File: config.mk
export PLATFORM = sky130hd
export DESIGN_NAME = button_conditioner
export DESIGN_NICKNAME = d
export VERILOG_FILES = /design/src/rtl/button_conditioner.sv
export SDC_FILE = /design/constraint.sdc
export NUM_CORES = 1
export LEC_CHECK = 0
export CAP_MARGIN = 15
export CORE_AREA = 2 2 108 110
export DETAILED_ROUTE_END_ITERATION = 7
export DIE_AREA = 0 0 110 112
export SLEW_MARGIN = 20
export SYNTH_ARGS = -nofsm -noshare
export SYNTH_HDL_FRONTEND = slang
export SYNTH_SLANG_ARGS = --single-unit
File: constraint.sdc
create_clock -name clk -period 5.05 [get_ports clk]
set_clock_uncertainty 0.2 [all_clocks]
set_input_delay 1.01 -clock clk [delete_from_list [all_inputs] [get_ports clk]]
set_output_delay 1.01 -clock clk [all_outputs]
set_load 0.02 [all_outputs]
File: src/rtl/button_conditioner.sv
// button_conditioner: synchronizes and debounces one raw button, emitting a
// clean level, press/release strobes and a one-shot long-press indication.
module button_conditioner #(
  parameter int SYNC_STAGES       = 3,
  parameter int DEBOUNCE_CYCLES   = 120000,
  parameter int LONG_PRESS_CYCLES = 12000000
) (
  input  logic clk,
  input  logic reset,
  input  logic i_btn,
  output logic o_level,
  output logic o_press,
  output logic o_release,
  output logic o_long_press,
  output logic o_hold
);
  localparam int DW = $clog2(DEBOUNCE_CYCLES);
  localparam int HW = $clog2(LONG_PRESS_CYCLES) + 1;
  localparam logic [DW-1:0] D_LAST = DW'(DEBOUNCE_CYCLES - 1);
  localparam logic [HW-1:0] L_LAST = HW'(LONG_PRESS_CYCLES - 1);
  typedef enum logic [1:0] {IDLE, ARM, HELD, DISARM} state_t;
  state_t state, state_d;
  logic [SYNC_STAGES-1:0] sync;
  logic [DW-1:0] db_cnt, db_cnt_d;
  logic [HW-1:0] hold_cnt, hold_cnt_d;
  logic s, press_d, release_d, long_d, hold_d;
  assign s = sync[SYNC_STAGES-1];
  always_comb begin
    state_d    = state;
    db_cnt_d   = db_cnt;
    hold_cnt_d = hold_cnt;
    press_d    = 1'b0;
    release_d  = 1'b0;
    long_d     = 1'b0;
    hold_d     = o_hold;
    case (state)
      IDLE: if (s) begin
        state_d  = ARM;
        db_cnt_d = '0;
      end
      ARM:
        if (!s) state_d = IDLE;
        else if (db_cnt == D_LAST) begin
          state_d    = HELD;
          press_d    = 1'b1;
          hold_cnt_d = '0;
        end else db_cnt_d = db_cnt + 1'b1;
      HELD:
        if (!s) begin
          state_d  = DISARM;
          db_cnt_d = '0;
        end else if (hold_cnt != L_LAST) hold_cnt_d = hold_cnt + 1'b1;
        else if (!o_hold) begin
          long_d = 1'b1;
          hold_d = 1'b1;
        end
      DISARM:
        if (s) state_d = HELD;
        else if (db_cnt == D_LAST) begin
          state_d   = IDLE;
          release_d = 1'b1;
          hold_d    = 1'b0;
        end else db_cnt_d = db_cnt + 1'b1;
      default: state_d = IDLE;
    endcase
  end
  always_ff @(posedge clk) begin
    if (reset) begin
      sync         <= '0;
      state        <= IDLE;
      db_cnt       <= '0;
      hold_cnt     <= '0;
      o_level      <= 1'b0;
      o_press      <= 1'b0;
      o_release    <= 1'b0;
      o_long_press <= 1'b0;
      o_hold       <= 1'b0;
    end else begin
      sync         <= {sync[SYNC_STAGES-2:0], i_btn};
      state        <= state_d;
      db_cnt       <= db_cnt_d;
      hold_cnt     <= hold_cnt_d;
      o_level      <= state_d == HELD || state_d == DISARM;
      o_press      <= press_d;
      o_release    <= release_d;
      o_long_press <= long_d;
      o_hold       <= hold_d;
    end
  end
endmodule

; Word-level counts from Yosys, hierarchy flattened
; Index checks and enable logic that the tools add are counted.
[op_classes]
bitwise_logic = 4
reduce_logical = 10
n_addsub = 2
n_eq_ne = 16
muxes = 25
[ops]
columns = op, n
row1 = $mux 25, 4
row2 = $mux 17, 5
row3 = $pmux 17 s4, 1
row4 = $pmux 25 s2, 1
row5 = $add 25x1->25 const B, 1
row6 = $ne 25x24->1 const B, 1
row7 = $ne 2x2->1 const B, 9
row8 = $add 17x1->17 const B, 1
row9 = $eq 17x17->1 const B, 1
row10 = $mux 2, 6
row11 = $reduce_and 5->1, 2
row12 = $eq 2x2->1 const B, 4
row13 = $pmux 2 s4, 1
row14 = $mux 1, 6
row15 = $reduce_or 3->1, 2
row16 = $not 1->1, 4
row17 = $reduce_and 4->1, 1
row18 = $reduce_bool 2->1, 2
row19 = $reduce_or 4->1, 1
row20 = $eq 2x1->1 const B, 1
row21 = $logic_not 2->1, 1
row22 = $pmux 1 s2, 1
row23 = $logic_or 1x1->1, 1
[totals]
elab_cells = 66
ff_bits = 52
in_bits = 3

; Depth between registers and ports, before layout
; Gate-level depths: netlist of the first run.
[logic_depth]
ltp_word = 6
mapped_depth = 8
depth_no_buf = 6

; Worst setup path after synthesis of the first run
; No wires, ideal clock.
[synth_timing]
path_type = input -> register
startpoint = input port reset
endpoint = register hold_cnt[10]
path_slack_ns = 2.675
path_stages = 6
n_path_buf = 1
arrival_time_ns = 2.101
cell_sequence = nor3b_2 nand2_1 a21oi_2 buf_2 a21oi_1 a31oi_1
[synth_rtl]
columns = element, line_no
row1 = start: declaration, 9  ; input logic reset,
row2 = end signal: assignment, 82  ; hold_cnt <= hold_cnt_d;
row3 = end: declaration, 25  ; logic [HW-1:0] hold_cnt, hold_cnt_d;

==> flow_summary.json, run 1 <==
{
  "netSwitchingFraction_pct": 20.3,
  "final_util_pct": 27.8,
  "cp.arrival_ns": 3.25,
  "clockBufferDepth": 2,
  "hold_viol": 0,
  "ys_seq_area_share_pct": 37.2,
  "reg2regPathDepth": 6,
  "cp_cell_sequence": "clkdlybuf4s50_1 -> buf_4 -> nor3b_2 -> buf_4 -> nand2_1 -> a21oi_2 -> and4b_1 -> a211o_1",
  "grt_util_met2_pct": 17.0,
  "p_int_uw": 642,
  "routabilityCongestion": 0.868,
  "root_buffer": "clkbuf_16",
  "postCtsResizedCells": 0,
  "synth_nets": 324,
  "p_total_uw": 806,
  "rsz0062_at_grt": "no",
  "ff2ff_setup_slack_ns": 2.29,
  "worstPathRequired_ns": 5.08,
  "synth_cell_types": 65,
  "ys_seq_elements": 51,
  "die_h_um": 112,
  "worstReg2RegEnd": "hold_cnt[8]",
  "wl_um": 6240,
  "tns_ns": 0,
  "chipWidth_um": 110,
  "post_cts_buffers": 0,
  "drive_gt1_share_pct": 8.72,
  "drtPass1Iterations": 4,
  "grt_first_pass_wirelength_um": 10700,
  "dr_total_vias": 2379,
  "fmax_ghz": 0.311,
  "synth_ff_type": "dfxtp_1",
  "hold_buffers": 0,
  "grt_util_met1_pct": 14.4,
  "cellPowerDensity_nw_per_um2": 260,
  "max_stage_delay_ns": 0.65,
  "area_growth_pct": 13.0,
  "clkPwrFrac_pct": 47.9,
  "vdd_ir_drop_max_v": 0.000134,
  "endpoint": "hold_cnt[15]",
  "clk_pin_slew_ns": 0.07,
  "period_needed_ns": 3.21,
  "hpwl_um": 4420,
  "cp-start-kind": "primary input",
  "slew_headroom_pct": 44.4,
  "path_class": "primary input to flop",
  "nNetsFinal": 325,
  "grt_pass1_vias": 2250,
  "min_path_type": "flop to flop",
  "boundaryPins": 8,
  "drt_iter0_markers": 108,
  "grt_max_degree": 26,
  "crit_slowest_cell": "a21oi_2",
  "rr_startpoint": "hold_cnt[0]",
  "viasPerCell": 5.13,
  "ant_nets": 0,
  "cts_buffers": 5,
  "clk_latency_ns": 0.29,
  "port_buffers": 7,
  "setup_violations": 0,
  "drv_slew": 0,
  "crit_fanout": 25,
  "p_leak_uw": 0.00110,
  "syn_inst": 319,
  "grtUsageMet3_pct": 2.63,
  "p_seq_share_pct": 50.1,
  "maxCapViolCount": 0,
  "status": "completed",
  "htree_levels": 2,
  "core_area_um2": 11200,
  "p_switching_uw": 164,
  "setup.worst_path.end_class": "flop",
  "track_usage_pct": 10.5,
  "core.rowCount": 39,
  "numClockSinks": 51,
  "crit_start": "reset",
  "die_area_um2": 12300,
  "routedWlPerCell_um": 13.5,
  "antennaDiodeCount": 0,
  "drc": 0,
  "syn-cell-area_um2": 2750,
  "yosysWarnings": 0,
  "start_util_pct": 24.6,
  "fin_crit_sh_pct": 63.6,
  "synth-edff-count": 0,
  "cts_tree": "done",
  "antenna_found_initial": 0,
  "async_flop_share_pct": 0,
  "worst_slew_pin_slew_ns": 0.832,
  "combPwrFrac_pct": 2.0,
  "grt_most_used_layer": "met2",
  "critPathMostFrequentCell": "buf_4",
  "avgSynthCellArea_um2": 8.61,
  "grt-ovfl-total": 0
}
cells in the mapped netlist, types with 5 or more instances:
| library cell | n | area share [%] |
|---|---|---|
| dfxtp_1 | 51 | 37 |
| nand2_1 | 34 | 4.6 |
| nor2_1 | 26 | 3.6 |
| nand3_1 | 22 | 4.0 |
| nand4_1 | 12 | 2.7 |
| nor3_1 | 12 | 2.2 |
| nor2b_1 | 9 | 2.1 |
| and3_1 | 8 | 1.8 |
| clkbuf_1 | 8 | 1.1 |
| o21ai_0 | 8 | 1.5 |
| or3_1 | 7 | 1.6 |
| xor2_1 | 7 | 2.2 |
| a21oi_1 | 6 | 1.1 |
| a211o_1 | 5 | 1.6 |
| nor4_1 | 5 | 1.1 |
cell families (layout without fill, tap and decap cells):
| logic type | after synthesis | after routing | share of synthesized area, % |
|---|---|---|---|
| buffers and inverters | 19 | 21 | 3.33 |
| DFF | 51 | 51 | 37.2 |
| adders and majority gates | 2 | 2 | 0.911 |
| AOI/OAI and AO/OA | 57 | 57 | 15.6 |
| muxes | 5 | 5 | 1.87 |
| and+or+nand+nor | 174 | 174 | 37.6 |
| xor gates and xnor gates | 11 | 11 | 3.51 |
cells in the final DEF, fill, tap and decap left out, drive strengths merged, types with 5 or more instances in the layout:
cell type | Yosys | routed
a211o | 5 | 5
a21oi | 7 | 7
and3 | 9 | 9
clkbuf | 8 | 5
clkdlybuf4s50 | 0 | 7
dfxtp | 51 | 51
nand2 | 35 | 35
nand3 | 25 | 25
nand4 | 13 | 13
nor2 | 26 | 26
nor2b | 9 | 9
nor3 | 12 | 12
nor3b | 6 | 6
nor4 | 6 | 6
o21ai | 12 | 12
or3 | 8 | 8
xor2 | 7 | 7
flip-flops by register name (all words and copies together) (netlist names):
register      flops
o_release         1
state             1
sync              3
o_hold            1
o_level           1
o_press           1
hold_cnt         25
o_long_press      1
db_cnt           17
through the flow:
stage | instances | instance area (um2) | setup WS, ns | hold WS, ns
6_report | 464 | 3100 | 1.84 | 0.236
5_1_grt | 464 | 3100 | 1.63 | 0.262
4_1_cts | 464 | 3100 | 1.83 | 0.240
2_1_floorplan | 319 | 2750 | 2.68 | 0.214
3_3_place_gp | 456 | 2930 | 1.59 | 0.225
3_5_place_dp | 456 | 2930 | 1.55 | 0.225
how the worst min path moves through the flow:
stage | start | to | slack (ns) | depth (start not counted)
after global placement | sync[0] | sync[1] | 0.22 | 1
after floorplan | sync[0] | sync[1] | 0.21 | 1
after detailed placement | sync[0] | sync[1] | 0.22 | 1
final | sync[0] | sync[1] | 0.24 | 1
after global routing | sync[0] | sync[1] | 0.26 | 1
after CTS | sync[0] | sync[1] | 0.24 | 1
critical path: cells and delay by family:
family,cells,cell delay (ns)
AOI/OAI and AO/OA,2,0.74
buffers and inverters,3,0.85
and+or+nand+nor,3,0.61
routing by layer:
| metal | part of all wire [%] | vias to the layer above |
|---|---|---|
| met1 | 50 | 1146 |
| met2 | 46 | 28 |
| li1 | - | 1202 |
| met3 | 3.5 | 3 |
| met5 | 0 | - |
| met4 | 0.29 | 0 |
cell type report:
class | count | area [um2]
multi-input cells | 249 | 1630
fillers | 1172 | 8070
clock buffers | 5 | 125
flip-flops and latches | 51 | 1020
well taps | 143 | 179
clock inverters | 3 | 43.8
inverters | 4 | 15.0
repair buffers | 9 | 85.1
power by group through the flow:
| stage | sequential, uW | clock, uW | combinational, uW |
|---|---|---|---|
| after detailed placement | 413 | 0 | 16.6 |
| after CTS | 404 | 392 | 16.7 |
| after global routing | 404 | 412 | 18.3 |
| after global placement | 413 | 0 | 16.7 |
| final | 404 | 386 | 16.2 |
| after floorplan | 412 | 0 | 11.6 |
Power figures use the tool's default switching activity.
==> run 2: changes to the inputs <==
==> constraint.sdc (replaced) <==
create_clock -name clk -period 3.05 [get_ports clk]
set_clock_uncertainty 0.2 [all_clocks]
set_input_delay 0.61 -clock clk [delete_from_list [all_inputs] [get_ports clk]]
set_output_delay 0.61 -clock clk [all_outputs]
set_load 0.02 [all_outputs]
==> run 2 against run 1 <==
  * Register-to-register slack lost 1.6 ns
  * Global-route usage grew 0.68 points
  * Clock power grew 49%
  * Non-clock buffer count up 6
  * Sequential share of layout area decreased by 0.25 points
  * Critical path type is now flop to flop
  * Sequential cell count is the same
==> flow_summary.json, run 2 (same netlist as run 1, synthesis figures left out) <==
{
  "status": "completed",
  "combPwrFrac_pct": 2.1,
  "post_cts_buffers": 0,
  "port_buffers": 7,
  "cp.arrival_ns": 2.43,
  "ff2ff_setup_slack_ns": 0.65,
  "die_area_um2": 12300,
  "hold_buffers": 0,
  "cellPowerDensity_nw_per_um2": 406,
  "core.rowCount": 39,
  "drtPass1Iterations": 4,
  "clk_pin_slew_ns": 0.07,
  "worstPathRequired_ns": 3.08,
  "p_leak_uw": 0.00112,
  "hold_start": "sync[1]",
  "cp-start-kind": "flop",
  "worstReg2RegEnd": "hold_cnt[8]",
  "drt_iter0_markers": 86,
  "p_total_uw": 1270,
  "fin_crit_sh_pct": 78.6,
  "largest_register_ffs": 25,
  "track_usage_pct": 11.2,
  "min_path_type": "flop to flop",
  "setup_violations": 0,
  "grt_pass1_vias": 2315,
  "period_needed_ns": 2.40,
  "hold_viol": 0,
  "p_int_uw": 985,
  "clk_latency_ns": 0.29,
  "antennaDiodeCount": 0,
  "cts_buffers": 5,
  "tns_ns": 0,
  "routabilityCongestion": 0.848,
  "final_common_cell": "dfxtp_1",
  "antenna_found_initial": 0,
  "drv_slew": 0,
  "grt_first_pass_wirelength_um": 11300,
  "chipWidth_um": 110,
  "area_growth_pct": 13.9,
  "min_path_cells": 1,
  "setup.worst_path.end_class": "flop",
  "core_area_um2": 11200,
  "clockBufferDepth": 2,
  "maxCapViolCount": 0,
  "rr_startpoint": "hold_cnt[10]",
  "postCtsResizedCells": 0,
  "fmax_ghz": 0.417,
  "top_regs": "hold_cnt x25, db_cnt x17, sync x3",
  "drc": 0,
  "ant_nets": 0,
  "htree_levels": 2,
  "numClockSinks": 51,
  "start_util_pct": 24.6,
  "rsz0062_at_grt": "no",
  "p_switching_uw": 286,
  "clkPwrFrac_pct": 45.2,
  "slew_headroom_pct": 48.5,
  "grt_max_degree": 24,
  "viasPerCell": 5.16,
  "final_util_pct": 28.0,
  "path_class": "flop to flop",
  "drive_gt1_share_pct": 10.4,
  "netSwitchingFraction_pct": 22.5,
  "root_buffer": "clkbuf_16",
  "cts_tree": "done",
  "p_seq_share_pct": 52.7,
  "worst_slew_pin_slew_ns": 0.767,
  "holdPathEnd": "sync[2]",
  "postPlaceCellArea_um2": 2980,
  "most-common-layout-cells": "dfxtp_1, nand2_1, nor2_1",
  "crit_start": "hold_cnt[10]",
  "wl_um": 6520,
  "holdWs_ns": 0.242,
  "boundaryPins": 8,
  "nNetsFinal": 331,
  "grt-ovfl-total": 0,
  "crit_fanout": 13,
  "hpwl_um": 4710,
  "reg2regPathDepth": 5,
  "final_area_um2": 3130,
  "vdd_ir_drop_max_v": 0.000225,
  "dr_total_vias": 2424,
  "routedWlPerCell_um": 13.9,
  "regMostFlops": "hold_cnt",
  "die_h_um": 112
}
==> run 2: worst max-delay path, stage by stage, from the launching register on <==
cell and delay (ns):
dfxtp_1 0.37, or4_4 0.56, nor4_4 0.35, a21o_2 0.36, and3_4 0.32, a221o_1 0.17
==> run 2: worst max-delay path by stage <==
stage | endpoint | slack (ns) | cells past startpoint
floorplan | hold_cnt[5] | 0.83 | 8
global placement | hold_cnt[24] | 0.61 | 7
detailed placement | hold_cnt[24] | 0.55 | 7
CTS | hold_cnt[8] | 0.62 | 5
global route | hold_cnt[7] | 0.50 | 7
finish | hold_cnt[8] | 0.65 | 5
==> run 2: power groups by stage <==
stage	Combinational [uW]	Clock (uW)	Sequential [uW]
floorplan	19.3	0	683
global placement	26.7	0	684
detailed placement	27.6	0	684
CTS	27.7	588	669
global route	30.4	623	669
finish	26.8	575	669
==> run 2: area by class of cell <==
class                   count  area, um2
clock inverters             3       22.5
multi-input cells         249       1630
repair buffers             15        130
inverters                   4       15.0
fillers                  1192       8050
flip-flops and latches     51       1020
well taps                 143        179
clock buffers               5        125
==> run 2: per-layer routing <==
| layer | vias to the layer above | part of all wire (%) | GRT usage (%) |
|---|---|---|---|
| met2 | 46 | 45 | 17.6 |
| met3 | 11 | 4.3 | 2.52 |
| met4 | 0 | 1.4 | 2.95 |
| met5 | - | 0 | 0 |
| li1 | 1217 | - | - |
| met1 | 1150 | 49 | 15.4 |
==> run 2: per-stage QoR <==
stage,instances,worst slack (ns)
after floorplan,319,0.827
after global placement,462,0.611
after detailed placement,462,0.547
after CTS,470,0.622
after global routing,470,0.496
final,470,0.653
